<file path="config.mk">
export PLATFORM = sky130hd
export DESIGN_NAME = instr_fetch_unit
export DESIGN_NICKNAME = d
export VERILOG_FILES = /design/src/rtl/fetch_pkg.sv /design/src/rtl/fetch_fifo.sv /design/src/rtl/instr_fetch_unit.sv
export SDC_FILE = /design/constraint.sdc
export NUM_CORES = 1
export LEC_CHECK = 0
export CAP_MARGIN = 20
export CORE_ASPECT_RATIO = 0.9
export CORE_UTILIZATION = 52
export CTS_CLUSTER_DIAMETER = 150
export CTS_CLUSTER_SIZE = 14
export DETAILED_ROUTE_END_ITERATION = 7
export PLACE_DENSITY = 0.72
export SLEW_MARGIN = 20
export SYNTH_ARGS = -nofsm -noshare
export SYNTH_HDL_FRONTEND = slang
export SYNTH_HIERARCHICAL = 1
export SYNTH_SLANG_ARGS = --single-unit
</file>
<file path="constraint.sdc">
create_clock -name clock -period 7 [get_ports clock]
set_clock_uncertainty 0.15 [all_clocks]
set_input_delay 1.4 -clock clock [delete_from_list [all_inputs] [get_ports clock]]
set_output_delay 1.4 -clock clock [all_outputs]
set_load 0.005 [all_outputs]
</file>
<file path="src/rtl/fetch_pkg.sv">
// Shared widths, defaults and FSM state type for the instruction fetch front end.
package fetch_pkg;

    localparam int          ADDR_W    = 32;
    localparam int          INSTR_W   = 32;
    localparam logic [31:0] RESET_PC  = 32'h0000_0000;
    localparam logic [31:0] NOP_INSTR = 32'h0000_0000;

    typedef enum logic [1:0] {
        BOOT  = 2'd0,
        RUN   = 2'd1,
        FLUSH = 2'd2
    } fetch_state_e;

endpackage

</file>
<file path="src/rtl/fetch_fifo.sv">
// Synchronous FIFO with flush; flush wins over push/pop in the same cycle.
module fetch_fifo #(
    parameter int WIDTH = 32,
    parameter int DEPTH = 4,
    localparam int AW   = $clog2(DEPTH)
) (
    input  logic             clock,
    input  logic             reset,
    input  logic             flush,
    input  logic             push,
    input  logic [WIDTH-1:0] push_data,
    input  logic             pop,
    output logic [WIDTH-1:0] pop_data,
    output logic [AW:0]      count,
    output logic             full,
    output logic             empty
);

    logic [WIDTH-1:0] mem [DEPTH];
    logic [AW-1:0]    wr_ptr, rd_ptr;
    logic             do_push, do_pop;

    assign empty    = (count == '0);
    assign full     = (count == (AW+1)'(DEPTH));
    assign do_pop   = pop && !empty;
    // a full FIFO still takes a push when the head leaves in the same cycle
    assign do_push  = push && (!full || do_pop);
    assign pop_data = mem[rd_ptr];

    always_ff @(posedge clock or posedge reset) begin
        if (reset) begin
            wr_ptr <= '0;
            rd_ptr <= '0;
            count  <= '0;
        end else if (flush) begin
            wr_ptr <= '0;
            rd_ptr <= '0;
            count  <= '0;
        end else begin
            if (do_push) wr_ptr <= wr_ptr + 1'b1;
            if (do_pop)  rd_ptr <= rd_ptr + 1'b1;
            if (do_push && !do_pop)      count <= count + 1'b1;
            else if (!do_push && do_pop) count <= count - 1'b1;
        end
    end

    always_ff @(posedge clock) begin
        if (do_push && !flush) mem[wr_ptr] <= push_data;
    end

endmodule

</file>
<file path="src/rtl/instr_fetch_unit.sv">
// Fetch front end: PC, credit-limited imem requests, response queue to decode, redirect squash.
// Optional FETCH_ALIGN_CHECK_EN: misaligned redirect raises sticky fetch_fault and stops fetch.
module instr_fetch_unit #(
    parameter int                ADDR_W   = fetch_pkg::ADDR_W,
    parameter int                INSTR_W  = fetch_pkg::INSTR_W,
    parameter logic [ADDR_W-1:0] RESET_PC = ADDR_W'(fetch_pkg::RESET_PC),
    parameter int                DEPTH    = 4
) (
    input  logic               clock,
    input  logic               reset,
    output logic               imem_req_valid,
    input  logic               imem_req_ready,
    output logic [ADDR_W-1:0]  imem_req_addr,
    input  logic               imem_resp_valid,
    input  logic [INSTR_W-1:0] imem_resp_data,
    input  logic               redirect_valid,
    input  logic [ADDR_W-1:0]  redirect_pc,
    output logic               dec_valid,
    input  logic               dec_ready,
    output logic [INSTR_W-1:0] dec_instr,
    output logic [ADDR_W-1:0]  dec_pc,
    output logic               fetch_fault
);

    import fetch_pkg::*;

    localparam int CW = $clog2(DEPTH) + 1;

    fetch_state_e              state, state_n;
    logic [ADDR_W-1:0]         pc, tgt, pend_addr;
    logic [CW-1:0]             inflight, q_count, squash, squash_n, squash_after;
    logic [CW:0]               credit_sum;
    logic                      acc, misalign, fault_q;
    logic                      pend_full, pend_empty, q_full, q_empty, unused_bits;
    logic [ADDR_W+INSTR_W-1:0] q_head;

    assign acc            = imem_req_valid && imem_req_ready;
    assign credit_sum     = {1'b0, inflight} + {1'b0, q_count};
    // valid depends only on registered state, so it cannot drop before ready except on redirect
    assign imem_req_valid = (state == RUN) && (credit_sum < (CW+1)'(DEPTH));
    assign imem_req_addr  = pc;
    assign squash_after   = inflight + CW'(acc) - CW'(imem_resp_valid);

`ifdef FETCH_ALIGN_CHECK_EN
    assign tgt      = redirect_pc;
    assign misalign = |redirect_pc[1:0];

    always_ff @(posedge clock or posedge reset) begin
        if (reset)                           fault_q <= 1'b0;
        else if (redirect_valid && misalign) fault_q <= 1'b1;
    end

    assign unused_bits = &{1'b0, pend_full, pend_empty, q_full};
`else
    assign tgt         = {redirect_pc[ADDR_W-1:2], 2'b00};
    assign misalign    = 1'b0;
    assign fault_q     = 1'b0;
    assign unused_bits = &{1'b0, pend_full, pend_empty, q_full, redirect_pc[1:0]};
`endif

    assign fetch_fault = fault_q;

    always_comb begin
        state_n  = state;
        squash_n = squash;
        if (imem_resp_valid && squash != '0) squash_n = squash - 1'b1;
        case (state)
            BOOT:    state_n = RUN;
            RUN:     state_n = RUN;
            FLUSH:   if (squash_n == '0 && !fault_q) state_n = RUN;
            default: state_n = BOOT;
        endcase
        // redirect overrides everything; a faulted fetch parks in FLUSH for good
        if (redirect_valid) begin
            squash_n = squash_after;
            state_n  = (squash_after != '0 || misalign || fault_q) ? FLUSH : RUN;
        end
    end

    always_ff @(posedge clock or posedge reset) begin
        if (reset) begin
            state  <= BOOT;
            pc     <= RESET_PC;
            squash <= '0;
        end else begin
            state  <= state_n;
            squash <= squash_n;
            if (redirect_valid) pc <= tgt;
            else if (acc)       pc <= pc + ADDR_W'(4);
        end
    end

    // pending addresses are never flushed: they must stay paired with responses still on the way
    fetch_fifo #(.WIDTH(ADDR_W), .DEPTH(DEPTH)) u_pend (
        .clock     (clock),
        .reset     (reset),
        .flush     (1'b0),
        .push      (acc),
        .push_data (pc),
        .pop       (imem_resp_valid),
        .pop_data  (pend_addr),
        .count     (inflight),
        .full      (pend_full),
        .empty     (pend_empty)
    );

    fetch_fifo #(.WIDTH(ADDR_W + INSTR_W), .DEPTH(DEPTH)) u_queue (
        .clock     (clock),
        .reset     (reset),
        .flush     (redirect_valid),
        .push      (imem_resp_valid && squash == '0 && !redirect_valid),
        .push_data ({pend_addr, imem_resp_data}),
        .pop       (dec_ready),
        .pop_data  (q_head),
        .count     (q_count),
        .full      (q_full),
        .empty     (q_empty)
    );

    assign dec_valid = !q_empty;
    assign dec_pc    = q_empty ? '0 : q_head[ADDR_W+INSTR_W-1:INSTR_W];
    assign dec_instr = q_empty ? INSTR_W'(NOP_INSTR) : q_head[INSTR_W-1:0];

endmodule

</file>
Word-level counts from Yosys, hierarchy flattened
Memory sizes are Yosys's and may differ from the RTL's.
Index checks and enable logic that the tools add are counted.
Storage, ports and cells
  register bits: 51
  RAM bits: 384
  input bits: 70
  output and inout bits: 99
  word-level logic and storage cells: 91
  memories: 2
Operators by class
  $add $sub $neg: 13
  $lt $le $gt $ge: 1
  eq/ne operators: 5
  muxes and demuxes: 23
  reductions and logical operators: 38
Memory list
  u_queue.mem: depth 4, bits a word 64, read ports 1, clocked after Yosys merged registers in 0, wr ports 1, line fetch_fifo.sv:19  | logic [WIDTH-1:0] mem [DEPTH];
  u_pend.mem: depth 4, bits a word 32, read ports 1, clocked after Yosys merged registers in 0, wr ports 1, line fetch_fifo.sv:19
Operators by type and width (count)
  32-bit two-way mux: 4
  32-bit by 3-bit adder with 32-bit output, second input constant: 1
  3-bit two-way mux: 7
  1-bit logical AND: 14
  2-bit two-way mux: 7
  3-bit zero test: 4
  1-bit zero test: 9
  3-bit nonzero test: 3
  3-bit by 1-bit subtractor with 3-bit output, second input constant: 3
  2-bit by 1-bit adder with 2-bit output, second input constant: 4
  2-bit nonzero test: 4
  3-bit by 1-bit adder with 3-bit output, second input constant: 2
  3-bit equality test, second input constant: 2
  3-bit by 3-bit adder with 4-bit output: 1
  4-bit by 3-bit < comparator with 1-bit output, second input constant: 1
  1-bit two-way mux: 4
  2-bit one-hot mux with 2 select lines: 1
  3-bit by 1-bit adder with 3-bit output: 1
  3-bit inequality test, second input constant: 1
  3-bit by 1-bit subtractor with 3-bit output: 1
  2-bit by 1-bit equality test with 1-bit output, second input constant: 1
  2-bit equality test, second input constant: 1
  2-bit zero test: 1
  1-bit logical OR: 2
  2-bit OR reduction: 1

Depth between registers and ports, before layout
Gate-level depths: netlist (run 1).
  word-level depth: 10
  depth in mapped cells: 11
  mapped depth without buffers: 10

By module
Netlist (run 1), hierarchy kept.
Modules (own cells, without submodules)
  fetch_fifo at u_queue: instances 1, cells an instance 398, area an instance 9794.4 µm², sequential area each 7862.5 µm²
  fetch_fifo at u_pend: instances 1, cells an instance 232, area an instance 5192.5 µm², sequential area each 4018.9 µm²
  instr_fetch_unit: instances 1, cells an instance 320, area an instance 2653.8 µm², sequential area each 875.8 µm²

Worst setup path before layout (run 1)
OpenSTA, ideal clock, no wires.
  path kind: input -> register
  start point: input port redirect_valid
  end point: memory u_queue/mem[0][0] (netlist bit), enable pin
  setup time: 578 ps
  arrival: 7167 ps
  required time: 6272 ps
  path slack: -895 ps
  stages on the path: 6
  buffers on the path: 3
  cells stage by stage: clkbuf_1 clkbuf_1 nor4b_1 buf_2 o21ai_0 nor3b_1
On the way
  cells in the longest elaborated chain, start to end: 6
RTL lines
  start: declaration: line instr_fetch_unit.sv:16  | input logic redirect_valid,
  1-bit zero test (*): line fetch_fifo.sv:48, instr_fetch_unit.sv:111
  1-bit logical AND: line instr_fetch_unit.sv:111  | .push (imem_resp_valid && squash == '0 && !redirect_valid),
  1-bit logical AND: line fetch_fifo.sv:27  | assign do_push = push && (!full || do_pop);
  1-bit logical AND (*): line fetch_fifo.sv:48  | if (do_push && !flush) mem[wr_ptr] <= push_data;
  1-bit two-way mux (*): line fetch_fifo.sv:48
  1-bit two-way mux (not written as such) (*): line fetch_fifo.sv:48
  end: declaration: line fetch_fifo.sv:19
Mark *: on every way between the ends. The rest lies on a longest branch, timed or not.

Worst setup path after layout (run 1)
  start point: register u_queue.rd_ptr[0]
  end point: output port dec_instr[6]
On the way
  cells in the longest elaborated chain, start to end: 2
RTL lines
  start: declaration: line fetch_fifo.sv:20  | logic [AW-1:0] wr_ptr, rd_ptr;
  start signal: assignment: line fetch_fifo.sv:41  | if (do_pop) rd_ptr <= rd_ptr + 1'b1;
  memory 4 x 64 bit
  named net q_head[6]: line instr_fetch_unit.sv:35  | logic [ADDR_W+INSTR_W-1:0] q_head;
  32-bit two-way mux: line instr_fetch_unit.sv:122  | assign dec_instr = q_empty ? INSTR_W'(NOP_INSTR) : q_head[INSTR_W-1:0];
  end: declaration: line instr_fetch_unit.sv:20  | output logic [INSTR_W-1:0] dec_instr,
The timed path passes the listed nets, and every way through them passes these cells.

==> impl_results.md, run 1 <==
* P_leak at 6.728 nW
* RSZ-0062 raised after global routing: no
* Worst-path clk slew at 0.07 ns
* Total track usage at 0.2029
* Placed cell count at 1541
* Post-Synthesis Cells at 947
* Nets at 1212
* Total power per unit cell area at 327.9 nW/um2
* Routed WL at 34320 um
* Share of post-route cells with drive strength above 1 at 0.1590
* GRT Max-Usage Layer: met2
* Cell chain of the critical path: buf_4, mux4_2, nor2b_1, clkdlybuf4s50_1
* Synthesized area at 17630 um2
* Routed vias at 8902
* Port Buf Inserts at 163
* Post-DRT Antenna Nets at 0
* Fin cells at 1607
* Dpl ws at 2.078 ns
* Nature of the critical path endpoint: primary output
* Pins Over Slew Limit at 0
* Initial antenna violation count at 1
* TNS Setup at 0 ns
* # resized after CTS at 0
* Met1 usage at 0.2738
* DRT Pass-1 Iters at 4
* Area Overhead vs Synth at 18.29%
* Die Area at 34640 um2
* Die width at 196.1 um
* CP peak stage delay at 1.02 ns
* Most frequent cells in the layout: edfxtp_1 (384), clkdlybuf4s50_1 (162), mux4_2 (96)
* Fillcell total at 2336
* Worst slew pin tran at 1.048 ns
* GR Layer Usage met3 at 0.03354
* CP startpoint kind: flop
* # H-tree levels at 2
* WP data arrival at 3.36 ns
* Outcome: completed
* Hold Buf Count CTS at 0
* Slew HR at 0.3016
* Root Driver: clkbuf_16
* Routability Congestion at 0.7620
* Drt via density at 5.540
* Die height at 176.7 um
* Number of CTS-inserted buffers at 36
* Final WS setup at 2.091 ns
* Routed WL per cell at 21.36 um
* Max IR drop VDD at 0.2043 mV
* Largest net degree at the start of global routing at 80
* Final Cycle Share at 0.7012
* GRT met2 Usage at 0.3477
* Syn avg cell area at 18.61 um2
* Vias in the first global route at 9247
* Drt drc at 0
* IO Pins at 169
* First-pass GRT wire length at 53010 um
* CP required at 5.45 ns
* CTS Sinks at 433
* Core area at 33190 um2
* CTS tree: yes
* CP max FO at 42
* Postcts setup bufs at 0
* # setup viols final at 0
* Starting Density at 0.5312
* Core Rows at 63
* Min Tclk post-route at 4.909 ns
* CP max-delay cell: dfrtp_4
* Commonest non-fill, non-tap cell in the layout: edfxtp_1
* Clock latency on the worst-skew pair at 0.52 ns
* Post-detail-place hpwl at 19940 um
* Final hold vios at 0
* Worst hold path class: reg2reg
* Gr ovfl total at 0
* Post-DP Area at 19820 um2
* WHS at 0.3556 ns
* Ys Warns at 6
* Fin area at 20850 um2
* Fmax at 203.7 MHz
* # Max-Cap Violations at 0
* Setup CP Type: reg2out
* Detailed Route Iter0 Violations at 539
* Longest Clk Path Bufs at 3
[stage by stage]
step	power, mW	utilization
finish	6.838	0.6284
global route	7.164	0.6283
CTS	6.931	0.6283
detailed placement	5.110	0.5973
global placement	5.080	0.5973
floorplan	4.292	-
[final cells by class]
cell class              count  area [um2]  share of cell area
clock buffers              63        1002             0.04806
diodes                      1       2.502           0.0001200
repair buffers            180        1804             0.08652
clock inverters             2       25.02            0.001200
well taps                 455       569.3             0.02730
inverters                  23       86.33            0.004140
flip-flops and latches    433       12770              0.6122
multi-input cells         450        4597              0.2204
[per-layer routing]
metal / vias up / part of all wire
met1: 4581 / 0.42
met3: 44 / 0.053
li1: 4037 / -
met5: - / 0
met2: 240 / 0.51
met4: 0 / 0.017
[path summary, 6_finish.rpt]
path | from | slack (ns) | to | cells after the start
min in group asynchronous | reset | 1.06 | u_pend/count[0] | 2
max reg2reg | u_queue/count[2] | 2.70 | u_pend/mem[2][29] | 7
min reg2reg | state[0] | 0.36 | state[1] | 1
max in group asynchronous | reset | 5.10 | imem_req_addr[30] | 3
min | state[0] | 0.36 | state[1] | 1
max | u_queue/rd_ptr[0] | 2.09 | dec_instr[6] | 4
[registers in the layout, indices dropped and copies added (netlist names)]
name and flops:
state 2, u_queue/mem 256, u_pend/mem 128, u_pend/wr_ptr 2
imem_req_addr 30, u_pend/rd_ptr 2, u_queue/count 3, u_queue/rd_ptr 2
u_pend/count 3, u_queue/wr_ptr 2, squash 3
[critical path, delay by kind of cell (launching register included)]
family | cells | cell delay (ns)
muxes | 1 | 0.58
DFF | 1 | 1.02
and+or+nand+nor | 1 | 0.14
buffers and inverters | 2 | 1.05
[where the power goes]
| part | leakage, nW | switching (mW) | total, mW | internal [mW] |
|---|---|---|---|---|
| registers | 4.07 | 0.195 | 3.21 | 3.01 |
| clock network | 0.487 | 0.850 | 1.83 | 0.975 |
| logic | 2.17 | 0.777 | 1.81 | 1.03 |
| total | 6.73 | 1.82 | 6.84 | 5.01 |
Note: power is estimated with default switching activity, not from simulation.
==> run 2, diff against run 1 <==
- CORE_UTILIZATION: 52 -> 57
- PLACE_DENSITY: 0.72 -> 0.76
- clock period: 7 -> 5 ns (I/O delays scaled with it)
==> run 2 against run 1 <==
  * Total power grew 41%
  * Register-to-register slack lost 1.5 ns
  * Combinational power grew 43%
  * Non-clock buffer count grew 13
  * Via count grew 0.67%
  * Routed wire length shrank 2.3%
  * Worst setup slack lost 1.2 ns
  * Critical path depth is the same
  * Sequential share of layout area shrank 0.26 points
  * Sequential power grew 39%
  * Cell count shrank 2.9%
  * Global-route usage grew 1.4 points
  * Largest cell class unchanged
  * Largest power group unchanged
  * Highest routed layer unchanged
==> impl_results.md, run 2 (synthesis gave the netlist of run 1 again) <==
* Outcome: completed
* Post-DP Area at 19900 um2
* Largest register FFs at 256
* Slew HR at 0.2038
* Setup CP Type: reg2out
* Final WS setup at 0.9288 ns
* Core Rows at 60
* CP Launch Point: u_queue/rd_ptr[0]
* Initial antenna violation count at 0
* Core area at 30180 um2
* RSZ-0062 raised after global routing: no
* Nets at 1225
* Hold Startpoint: state[0]
* # resized after CTS at 0
* CP peak stage delay at 0.79 ns
* Pins Over Slew Limit at 0
* Post-DRT Antenna Nets at 0
* Worst hold path class: reg2reg
* N_diodes at 0
* Vias in the first global route at 9055
* IO Pins at 169
* CTS Sinks at 433
* Final hold vios at 0
* Final Cycle Share at 0.8142
* Share of post-route cells with drive strength above 1 at 0.1701
* Routed WL at 33550 um
* Switching pwr at 2.532 mW
* Area Overhead vs Synth at 18.78%
* CP required at 3.85 ns
* Port Buf Inserts at 163
* Final Total Pwr at 9.613 mW
* Power share of the clock group at 0.268
* Post-detail-place hpwl at 20820 um
* Routability Congestion at 0.8193
* Biggest register: u_queue/mem
* Min Tclk post-route at 4.071 ns
* Worst-path clk slew at 0.07 ns
* Fmax at 245.6 MHz
* # setup viols final at 0
* Root Driver: clkbuf_16
* Total track usage at 0.2169
* Die width at 187.4 um
* Routed vias at 8962
* Drt via density at 5.741
* CP startpoint kind: flop
* WHS at 0.3394 ns
* Longest Clk Path Bufs at 3
* CP max-delay cell: dfrtp_4
* Clock latency on the worst-skew pair at 0.52 ns
* # H-tree levels at 2
* Drt drc at 0
* Max IR drop VDD at 0.4368 mV
* Sequential Power Share at 0.463
* Detailed Route Iter0 Violations at 637
* Hold Buf Count CTS at 0
* Nature of the critical path endpoint: primary output
* Dpl ws at 0.9932 ns
* Logic gate share of total power at 0.268
* TNS Setup at 0 ns
* Die height at 168.8 um
* CP max FO at 28
* Die Area at 31630 um2
* Reg2Reg Launch Point: u_queue/count[2]
* Fin cells at 1561
* Placed cell count at 1502
* P_leak at 6.843 nW
* CTS tree: yes
* DRT Pass-1 Iters at 5
* Number of CTS-inserted buffers at 36
* Commonest non-fill, non-tap cell in the layout: edfxtp_1
* Fin area at 20940 um2
* WP data arrival at 2.92 ns
* First-pass GRT wire length at 52050 um
* Largest net degree at the start of global routing at 80
* Reg2Reg Depth at 7
* Gr ovfl total at 0
* Final Util at 0.6938
* Starting Density at 0.5841
* Worst reg-to-reg setup slack at 1.22 ns
* Routed WL per cell at 21.49 um
* Worst slew pin tran at 1.185 ns
* Sw Share at 0.2634
* # Max-Cap Violations at 0
* Postcts setup bufs at 0
* Worst R2R End: u_pend/mem[1][7]
* Internal at 7.081 mW
* Most frequent cells in the layout: edfxtp_1 (384), clkdlybuf4s50_1 (162), mux4_2 (96)
* Total power per unit cell area at 459.1 nW/um2
* CP Capture Point: dec_pc[9]
* Cell chain of the critical path: buf_4, mux4_2, nor2b_1, clkdlybuf4s50_1
run 2: changes by cell type in the layout (fill, tap and decap cells not counted):
cell,before,now
buf_4,13,25
clkbuf_1,27,20
nor3b_2,8,3
nor3b_4,0,5
clkbuf_16,36,38
buf_12,4,5
dfrtp_2,1,2
dfrtp_4,2,1
diode_2,1,0
inv_6,1,0
run 2: layout make-up:
type	count	area, um2
clock inverter	1	16.27
tap	403	504.2
clock buffer	58	1026
sequential	433	12760
timing repair buffer	193	1914
fill	1933	9240
inverter	23	86.33
multi-input combinational	450	4628
run 2: worst min-delay path by stage:
stage,end,cells after the start
after floorplan,state[1],1
after global placement,state[1],1
after detailed placement,state[1],1
after CTS,state[1],1
after global routing,state[1],1
final,state[1],1
run 2: worst max-delay path: cells and delay by family, from the launching register on:
kind                   cells  cell delay, ns
and+or+nand+nor            1            0.15
muxes                      1            0.57
DFF                        1            0.79
buffers and inverters      2            0.86
run 2: per-layer routing:
layer,part of all wire,track usage,vias up
met4,0.023,0.06398,0
met1,0.43,0.3036,4606
li1,-,-,4050
met3,0.046,0.03048,55
met2,0.50,0.3616,251
met5,0,0,-
run 2: power by group through the flow:
| stage | registers, mW | logic [mW] | clock network (mW) |
|---|---|---|---|
| 2_1_floorplan | 4.38 | 1.63 | 0 |
| 3_3_place_gp | 4.52 | 2.58 | 0 |
| 3_5_place_dp | 4.54 | 2.62 | 0 |
| 4_1_cts | 4.46 | 2.63 | 2.63 |
| 5_1_grt | 4.49 | 2.81 | 2.75 |
| 6_report | 4.45 | 2.58 | 2.58 |
==> run 3, diff against run 2 <==
- clock period: 5 -> 3.9 ns (I/O delays scaled with it)
==> run 3 against run 2 <==
  * Cell count rose by 0.13%
  * Global-route usage rose by 0.59 points
  * Sequential share of layout area fell by 0.34 points
  * Worst setup slack got worse by 0.66 ns
  * Routed wire length rose by 2.1%
  * Critical path depth did not move
  * Critical endpoint is now dec_instr[8]
  * Non-clock buffer count rose by 3
  * Design area rose by 0.57%
  * Count of clock-buffer cells in the layout fell by 1
  * Flip-flop and latch count did not move
==> impl_results.md, run 3 (synthesis gave the netlist of run 1 again) <==
* First-pass GRT wire length at 53340 um
* Nature of the critical path endpoint: primary output
* CP startpoint kind: flop
* Hold Buf Count CTS at 0
* Final Util at 0.6978
* Number of CTS-inserted buffers at 36
* Longest Clk Path Bufs at 3
* Die width at 187.4 um
* Dpl ws at 0.2977 ns
* WP data arrival at 2.70 ns
* Total track usage at 0.2228
* WHS at 0.3432 ns
* Gr ovfl total at 0
* Hold Startpoint: state[0]
* Die Area at 31630 um2
* Post-DRT Antenna Nets at 0
* Die height at 168.8 um
* Fmax at 275.7 MHz
* N_diodes at 0
* Max IR drop VDD at 0.4576 mV
* Starting Density at 0.5841
* Fillcell total at 1927
* Share of post-route cells with drive strength above 1 at 0.1741
* Core area at 30180 um2
* Root Driver: clkbuf_16
* P_leak at 6.904 nW
* Vias in the first global route at 9350
* CP required at 2.97 ns
* Largest net degree at the start of global routing at 80
* Routed vias at 9011
* Most frequent cells in the layout: edfxtp_1 (384), clkdlybuf4s50_1 (162), mux4_2 (96)
* Routed WL per cell at 21.92 um
* CP Launch Point: u_queue/rd_ptr[0]
* Detailed Route Iter0 Violations at 562
* Final hold vios at 0
* CTS tree: yes
* Final WS setup at 0.2728 ns
* Worst hold path class: reg2reg
* Commonest non-fill, non-tap cell in the layout: edfxtp_1
* Routed WL at 34270 um
* Core Rows at 60
* CP max FO at 28
* Area Overhead vs Synth at 19.46%
* CTS Sinks at 433
* WL met1 at 14420 um
* CP Capture Point: dec_instr[8]
* RSZ-0062 raised after global routing: no
* Biggest register: u_queue/mem
* Worst R2R End: state[1]
* Largest register FFs at 256
* Drt via density at 5.765
* Total power per unit cell area at 589.5 nW/um2
* Nets at 1228
* # Max-Cap Violations at 0
* Metal2 WL at 17190 um
* IO Pins at 169
* Routed met3 length at 1881 um
* Post-detail-place hpwl at 21140 um
* Outcome: completed
* # resized after CTS at 0
* Clock latency on the worst-skew pair at 0.51 ns
* Min Tclk post-route at 3.627 ns
* Reg2Reg Depth at 10
* Postcts setup bufs at 0
* # setup viols final at 0
* Pins Over Slew Limit at 0
* Final Cycle Share at 0.9301
* Initial antenna violation count at 0
* Worst slew pin tran at 0.8213 ns
* Routability Congestion at 0.7941
* TNS Setup at 0 ns
* Highest routed layer: met4
* Worst reg-to-reg setup slack at 0.30 ns
* Drt drc at 0
* Setup CP Type: reg2out
* Final Total Pwr at 12.41 mW
* Reg2Reg Launch Point: u_pend/count[1]
* DRT Pass-1 Iters at 4
* # H-tree levels at 2
* Slew HR at 0.4525
* Worst-path clk slew at 0.07 ns
* Port Buf Inserts at 163
[run 3: changes by cell type in the layout (fill, tap and decap cells not counted)]
cell,delta
dfrtp_2,-1
nor4b_1,-1
o21ai_4,+1
nor4b_2,+1
buf_4,-2
nor3b_4,+3
clkbuf_1,-1
buf_12,+5
o21ai_0,-1
dfrtp_4,+1
nor3b_2,-3
[run 3: worst min path at each step]
stage                     to  slack [ns]  depth (start not counted)
floorplan           state[1]        0.30                          1
global placement    state[1]        0.33                          1
detailed placement  state[1]        0.34                          1
CTS                 state[1]        0.35                          1
global route        state[1]        0.38                          1
finish              state[1]        0.34                          1
[run 3: layout make-up]
cell class	count	area [um2]	area share
inverter	23	86.33	0.004100
clock buffer	57	1022	0.04854
tap	403	504.2	0.02394
sequential	433	12770	0.6062
multi-input combinational	450	4664	0.2215
timing repair buffer	196	1999	0.09494
clock inverter	1	16.27	0.0007724
[run 3: stage by stage]
step | area, um2 | instances
after floorplan | 17780 | 963
after global placement | 20020 | 1505
after detailed placement | 20020 | 1505
after CTS | 21060 | 1563
after global routing | 21060 | 1563
final | 21060 | 1563
[run 3: critical path, cell delays in order (launching register included)]
cell             delay, ns
dfrtp_4               0.69
buf_12                0.29
mux4_2                0.55
nor2b_1               0.15
clkdlybuf4s50_1       0.46
[run 3: per-layer routing]
layer,global-route usage,up-vias
met5,0,-
met4,0.06752,0
met3,0.03089,56
met2,0.3753,298
met1,0.3078,4590
li1,-,4067
[run 3: where the power goes]
| group | leakage, nW | internal (mW) | switching, mW |
|---|---|---|---|
| clock | 0.498 | 1.80 | 1.47 |
| sequential | 4.07 | 5.41 | 0.303 |
| combinational | 2.34 | 1.95 | 1.49 |
